===== config.mk =====
export PLATFORM = sky130hd
export DESIGN_NAME = addsub_unit
export DESIGN_NICKNAME = d
export VERILOG_FILES = /design/src/rtl/addsub_pkg.sv /design/src/rtl/addsub_unit_chunk_add.sv /design/src/rtl/addsub_unit.sv
export SDC_FILE = /design/constraint.sdc
export NUM_CORES = 1
export LEC_CHECK = 0
export BUFFER_PORTS_ARGS = -buffer_cell sky130_fd_sc_hd__buf_4
export CAP_MARGIN = 20
export CORE_ASPECT_RATIO = 0.9
export CORE_MARGIN = 1
export CORE_UTILIZATION = 30
export DETAILED_ROUTE_END_ITERATION = 10
export SLEW_MARGIN = 20
export SYNTH_ARGS = -nofsm -noshare
export SYNTH_HDL_FRONTEND = slang
export SYNTH_SLANG_ARGS = --single-unit

===== constraint.sdc =====
create_clock -name clk -period 7.4 [get_ports clk]
set_clock_uncertainty 0.15 [all_clocks]
set_input_delay 0.74 -clock clk [delete_from_list [all_inputs] [get_ports clk]]
set_output_delay 0.74 -clock clk [all_outputs]
set_load 0.01 [all_outputs]

===== src/rtl/addsub_pkg.sv =====
// Shared types for the chunk-serial add/subtract unit.
package addsub_pkg;

  typedef enum logic {
    OP_ADD = 1'b0,
    OP_SUB = 1'b1
  } op_e;

  typedef enum logic [1:0] {
    IDLE,
    BUSY,
    DONE
  } state_e;

endpackage


===== src/rtl/addsub_unit_chunk_add.sv =====
// Combinational CHUNK-bit adder slice; also exposes the carry into its top bit
// so the parent can derive signed overflow on the final slice.
module chunk_add #(
  parameter int CHUNK = 8
) (
  input  logic [CHUNK-1:0] a,
  input  logic [CHUNK-1:0] b,
  input  logic             cin,
  output logic [CHUNK-1:0] sum,
  output logic             cout,
  output logic             c_msb
);

  logic [CHUNK:0] s;

  assign s     = {1'b0, a} + {1'b0, b} + {{CHUNK{1'b0}}, cin};
  assign sum   = s[CHUNK-1:0];
  assign cout  = s[CHUNK];
  // Carry into the top bit falls out of the top-bit sum equation.
  assign c_msb = a[CHUNK-1] ^ b[CHUNK-1] ^ sum[CHUNK-1];

endmodule


===== src/rtl/addsub_unit.sv =====
// Chunk-serial add/subtract with valid/ready handshakes and carry/overflow/zero flags.
// Optional macro SATURATE_EN clamps the result on signed overflow.
module addsub_unit
  import addsub_pkg::*;
#(
  parameter int WIDTH = 32,
  parameter int CHUNK = 8
) (
  input  logic             clk,
  input  logic             reset,
  input  logic             in_valid,
  output logic             in_ready,
  input  logic             op,
  input  logic [WIDTH-1:0] a,
  input  logic [WIDTH-1:0] b,
  output logic             out_valid,
  input  logic             out_ready,
  output logic [WIDTH-1:0] result,
  output logic             carry,
  output logic             overflow,
  output logic             zero
);

  localparam int NCHUNK = WIDTH / CHUNK;
  localparam int CW     = (NCHUNK > 1) ? $clog2(NCHUNK) : 1;

  state_e           state, state_n;
  op_e              op_q;
  logic [WIDTH-1:0] a_q, b_q, res_q;
  logic             c_q;
  logic [CW-1:0]    cnt;
  logic             carry_q, ovf_q, zero_q;

  logic [CHUNK-1:0] ca, cb, csum;
  logic             cout, cmsb, last, ovf_n;
  logic [WIDTH-1:0] res_n, res_fin;

  assign ca    = a_q[cnt*CHUNK +: CHUNK];
  assign cb    = b_q[cnt*CHUNK +: CHUNK];
  assign last  = (cnt == CW'(NCHUNK - 1));
  assign ovf_n = cout ^ cmsb;

  chunk_add #(.CHUNK(CHUNK)) u_chunk (
    .a    (ca),
    .b    (cb),
    .cin  (c_q),
    .sum  (csum),
    .cout (cout),
    .c_msb(cmsb)
  );

  always_comb begin
    res_n                    = res_q;
    res_n[cnt*CHUNK +: CHUNK] = csum;
  end

`ifdef SATURATE_EN
  // On overflow the true sign is the sign of the latched a.
  always_comb begin
    res_fin = res_n;
    if (ovf_n)
      res_fin = a_q[WIDTH-1] ? {1'b1, {(WIDTH-1){1'b0}}} : {1'b0, {(WIDTH-1){1'b1}}};
  end
`else
  assign res_fin = res_n;
`endif

  always_comb begin
    state_n = state;
    case (state)
      IDLE:    if (in_valid)  state_n = BUSY;
      BUSY:    if (last)      state_n = DONE;
      DONE:    if (out_ready) state_n = IDLE;
      default: state_n = IDLE;
    endcase
  end

  always_ff @(posedge clk) begin
    if (reset) begin
      state   <= IDLE;
      op_q    <= OP_ADD;
      a_q     <= '0;
      b_q     <= '0;
      c_q     <= 1'b0;
      cnt     <= '0;
      res_q   <= '0;
      carry_q <= 1'b0;
      ovf_q   <= 1'b0;
      zero_q  <= 1'b0;
    end else begin
      state <= state_n;
      case (state)
        IDLE: if (in_valid) begin
          a_q  <= a;
          b_q  <= b ^ {WIDTH{op}};
          c_q  <= op;
          op_q <= op_e'(op);
          cnt  <= '0;
        end
        BUSY: begin
          c_q <= cout;
          cnt <= last ? '0 : cnt + 1'b1;
          if (last) begin
            res_q   <= res_fin;
            carry_q <= cout ^ (op_q == OP_SUB);
            ovf_q   <= ovf_n;
            zero_q  <= (res_fin == '0);
          end else begin
            res_q <= res_n;
          end
        end
        default: ;
      endcase
    end
  end

  assign in_ready  = (state == IDLE);
  assign out_valid = (state == DONE);
  assign result    = res_q;
  assign carry     = carry_q;
  assign overflow  = ovf_q;
  assign zero      = zero_q;

endmodule


==> results of run 1 <==
## final timing paths
kind         endpoint  startpoint  slack [ps]
max              zero      cnt[0]        3700
min           a_q[30]     a_q[30]         310
max reg2reg      zero      cnt[0]        3700
min reg2reg   a_q[30]     a_q[30]         310
## cells in the final DEF, fill, tap and decap left out, drive strengths merged, types with 6 or more instances in the layout
master / count
a22oi: 32
inv: 10
o21ai: 6
nor4: 7
nor2: 77
a21oi: 47
a211oi: 33
buf: 108
mux4: 16
dfxtp: 105
nand2: 76
clkbuf: 10
ha: 13
xnor2: 35
## final cells by class
cell class | instances | area [sq um]
Clock buffer | 10 | 239
Clock inverter | 6 | 73.8
Fill cell | 1588 | 9500
Inverter | 8 | 30.0
Multi-Input combinational cell | 386 | 2590
Sequential cell | 105 | 2100
Tap cell | 202 | 253
Timing Repair Buffer | 108 | 811
## worst max-delay path, stage by stage, from the launching register on
cell      delay (ps)
dfxtp_1          310
buf_4            380
mux4_2           580
fa_1             450
inv_1             90
fa_1             210
nand2b_1         140
a21oi_1           80
xor2_1           220
or4_1            570
o41a_1           330
o21ai_1          110
## metrics by stage
stage                     util, %  total power, uW  hold WS [ps]
final                        39.1             1350           308
after global routing         39.1             1410           326
after detailed placement     37.0              868           297
after global placement       37.0              861           293
after CTS                    39.0             1360           307
after floorplan                 -              781           283
## cells by family (layout without fill, tap and decap cells)
family          after synthesis  in the layout  synth area share, %
mux                          17             17                 7.67
fa+ha+maj                    15             15                 4.18
xor+xnor                     38             38                 6.87
compound gates              133            133                 18.2
buf+inv                      43            132                 3.43
simple gates                183            183                 16.3
flops                       105            105                 43.4
## flip-flops by register name, summed over array words and instances, names as in the netlist, 2 cells and up
| signal | flops |
|---|---|
| cnt | 2 |
| a_q | 32 |
| b_q | 32 |
| result | 32 |
| state | 2 |
## metal layers
| layer | routed length [microns] | vias to the layer above | global-route usage, % |
|---|---|---|---|
| li1 | - | 2049 | - |
| met1 | 5950 | 1942 | 21.2 |
| met2 | 5650 | 144 | 24.5 |
| met3 | 797 | 17 | 3.59 |
| met4 | 185 | 0 | 4.51 |
| met5 | 0 | - | 0 |
## power by group
part / leakage [uW] / internal, uW / switching (uW)
logic: 0.00136 / 104 / 137
clock network: 0.000147 / 276 / 216
registers: 0.000860 / 597 / 18.8
==> impl_metrics.toml, run 1 <==
[outcome]
outcome = "complete, no violations"

[synthesis]
seq_area_frac_synth_pct = 43.4
synth_flop_cell = "dfxtp_1"
syn_area_sq_mm = 0.00484
synth_cells = 534
synth_edf_count = 0
avgSynthCellArea_sq_um = 9.07
synth.most_common_cell = "dfxtp_1"
ys_ff_latch = 105
yosys_warnings = 0
synth_area_leader_cell = "dfxtp_1"
syn_nets = 618
ys_types = 43
netlist.area_leader.share_pct = 43.4
netlist_top_cells_count = "105 x dfxtp_1, 77 x nor2_1, 73 x nand2_1, 47 x a21oi_1, 35 x xnor2_1"
synth_area_leaders = "dfxtp_1 43%, mux4_2 7.4%, xnor2_1 6.3%, nor2_1 6.0%, nand2_1 5.7%"
synthArstFlopShare_pct = 0

[job]
drv_cap = 0

[grt]
grt_use_total_pct = 15.6
grt_antenna_before_repair = 0
grt_pass1_wl_microns = 20100
grt_remaining_overflow = 0
grt_pass1_vias = 3982
grt_max_degree = 107

[clock_tree]
cts_tree = "yes"
cts_sinks = 105
htree_levels = 3
clkLatencyLatePin_ps = 350
hold_buffers = 0
cts_buffers = 9
post_cts_buffers = 0
cts.reportedPaths.clkPinSlew_ps = 70
ctsResizeCount = 0
cts_root_buf = "clkbuf_16"
clockBufferDepth = 2

[power]
power_density_mw_per_mm2 = 221
peakVddDrop_mv = 0.160
power.leakage_uw = 0.00236

[placement]
place_area_sq_mm = 0.00577
routabilityCongestion = 0.824
dp_slack_ps = 3500
hpwl_microns = 9080
placed_cells = 809
portBuffers = 105

[worst_setup_path]
worstPathArrival_ps = 3840
endpoint_kind = "flop"
crit_required_ps = 7540
crit_path_start_kind = "flop"
critPathMaxFanout = 26
path_class = "flop to flop"
rr_worst_depth = 11

[timing]
fmax_ghz = 0.270
final.min_clock_period_ps = 3700
finalSetupViolCount = 0
setup_tns_ps = 0
fin_crit_sh_pct = 50.1
max_slew.worst_pin.slew_ps = 1080
slew-limit-headroom_pct = 28.2
hold_viol_final = 0
rsz0062_at_grt = "no"
worst_slack_ps = 3700
slew_viol_final = 0

[floorplan]
initial_core_util_pct = 31.1
std_cell_rows = 43
die-area_sq_mm = 0.0167
coreArea_sq_mm = 0.0156
die_w_microns = 136
die_height_microns = 123
ios = 106

[drt]
wl_microns = 12600
postRouteAntennaNets = 0
drt-initial-drc-count = 268
num_vias = 4152
dr.pass1.iters = 5
vias_per_cell = 5.03
avgRoutedWirePerCell_microns = 15.2
drc = 0

[final_layout]
n_antenna_cell = 0
finalNetCount = 702
instances_no_fill = 825
fin_area_sq_mm = 0.00610
drive_gt1_share_pct = 24.6
area_growth_pct = 26.0

[min_path]
worst_hold_path.num_cells = 2
hold_path.class = "flop to flop"
Power figures use the tool's default switching activity.
==> inputs of run 2 (changes only) <==
clock period = 3.8 ns   (was 7.4 ns; I/O delays follow)
==> run 2 against run 1 <==
Compared with the run above: critical path depth fell by 2; cell area is 0.21% higher; sequential share of layout area shrank 0.091 points; routed wire length up 3.7%; cell count up 0.73%; core utilization grew 0.080 points; clock power grew 78%; total power increased by 89%; combinational power up 97%; critical endpoint unchanged; highest routed layer unchanged.
==> impl_metrics.toml, run 2 (synthesized netlist as in run 1, its figures left out) <==
[floorplan]
coreArea_sq_mm = 0.0156
die_w_microns = 136
die_height_microns = 123
ios = 106
initial_core_util_pct = 31.1
die-area_sq_mm = 0.0167
std_cell_rows = 43

[clock_tree]
cts_root_buf = "clkbuf_16"
hold_buffers = 0
cts_buffers = 9
cts_sinks = 105
cts_tree = "yes"
clockBufferDepth = 2
htree_levels = 3
post_cts_buffers = 0
ctsResizeCount = 0
clkLatencyLatePin_ps = 350
cts.reportedPaths.clkPinSlew_ps = 70

[placement]
routabilityCongestion = 0.816
portBuffers = 105
placed_cells = 815
hpwl_microns = 9800

[grt]
grt_remaining_overflow = 0
grt_max_degree = 74
grt_pass1_wl_microns = 21200
grt_pass1_vias = 3915
grt_antenna_before_repair = 0
grt_use_total_pct = 16.5

[worst_setup_path]
rrSetupSlack_ps = 440
critPathMaxFanout = 9
worstReg2RegEnd = "zero"
rr_worst_depth = 9
max_stage_delay_ps = 570
critical_path.cell_chain = "buf_4 -> mux4_2 -> ha_1 -> o21ai_0 -> nor2_1 -> and3_1 -> a311o_1 -> o41a_1 -> o21ai_1"
setup.worst_path.start = "cnt[1]"
cp-endpoint = "zero"
crit_path_start_kind = "flop"
critPathSlowestCell = "dfxtp_1"
path_class = "flop to flop"
reg2reg_from = "cnt[1]"
endpoint_kind = "flop"
worstPathArrival_ps = 3500
crit_required_ps = 3940

[drt]
vias_per_cell = 5.00
drt-initial-drc-count = 192
avgRoutedWirePerCell_microns = 15.7
num_vias = 4155
postRouteAntennaNets = 0
wl_microns = 13000
dr.pass1.iters = 4
drc = 0

[final_layout]
area_growth_pct = 26.2
instances_no_fill = 831
final_common_cell = "buf_4"
n_antenna_cell = 0
layout_common_cells = "111 x buf_4, 105 x dfxtp_1, 77 x nor2_1, 73 x nand2_1, 47 x a21oi_1"
finalNetCount = 708
fillers = 1589
drive_gt1_share_pct = 24.6

[timing]
hold_viol_final = 0
fmax_ghz = 0.297
rsz0062_at_grt = "no"
whs_ps = 123
fin_crit_sh_pct = 88.5
slew_viol_final = 0
finalSetupViolCount = 0
final.min_clock_period_ps = 3360
max_slew.worst_pin.slew_ps = 890
setup_tns_ps = 0
slew-limit-headroom_pct = 40.5

[power]
power.leakage_uw = 0.00238
power_density_mw_per_mm2 = 417
peakVddDrop_mv = 0.227

[job]
drv_cap = 0

[min_path]
hold_path.class = "input pin to flop"

[outcome]
outcome = "complete, no violations"
-- run 2: final cells by class --
cell class | instances | area, sq um | area share, %
sequential | 105 | 2100 | 34.4
clock buffer | 9 | 225 | 3.68
timing repair buffer | 114 | 873 | 14.3
clock inverter | 7 | 53.8 | 0.880
multi-input combinational | 386 | 2580 | 42.2
tap | 202 | 253 | 4.13
inverter | 8 | 30.0 | 0.491
-- run 2: how the worst min path moves through the flow --
stage | startpoint | endpoint | slack, ps | depth (start not counted)
2_1_floorplan | a_q[16] | a_q[16] | 280 | 2
3_3_place_gp | a_q[19] | a_q[19] | 290 | 2
3_5_place_dp | a_q[15] | a_q[15] | 300 | 2
4_1_cts | a[18] | a_q[18] | 110 | 3
5_1_grt | a[15] | a_q[15] | 110 | 3
6_report | a[18] | a_q[18] | 120 | 3
-- run 2: per-stage QoR --
step / total power (uW) / utilization (%) / worst slack [ps] / area [sq um]
after detailed placement: 1700 / 37.4 / 459 / 5840
after CTS: 2570 / 39.2 / 425 / 6110
after global placement: 1690 / 37.3 / 540 / 5820
after floorplan: 1520 / - / 139 / 4840
final: 2550 / 39.2 / 436 / 6110
after global routing: 2680 / 39.2 / 250 / 6110
-- run 2: power by group --
group	switching, uW	internal (uW)	leakage (uW)
clock network	427	449	0.000128
registers	40.2	1160	0.000860
logic	265	209	0.00140
total	732	1820	0.00238
-- run 2: worst max-delay path, delay by kind of cell, from the launching register on --
family,cells,cell delay (ps)
AOI/OAI and AO/OA,4,1180
adders and majority gates,1,360
buffers and inverters,1,240
DFF,1,570
muxes,1,530
and+or+nand+nor,2,250
-- run 2: metal layers --
layer / track usage [%] / share of wire [%] / vias to the layer above
met4: 3.75 / 0.83 / 0
li1: - / - / 2064
met5: 0 / 0 / -
met3: 4.50 / 6.5 / 13
met2: 24.8 / 43 / 140
met1: 23.5 / 50 / 1938
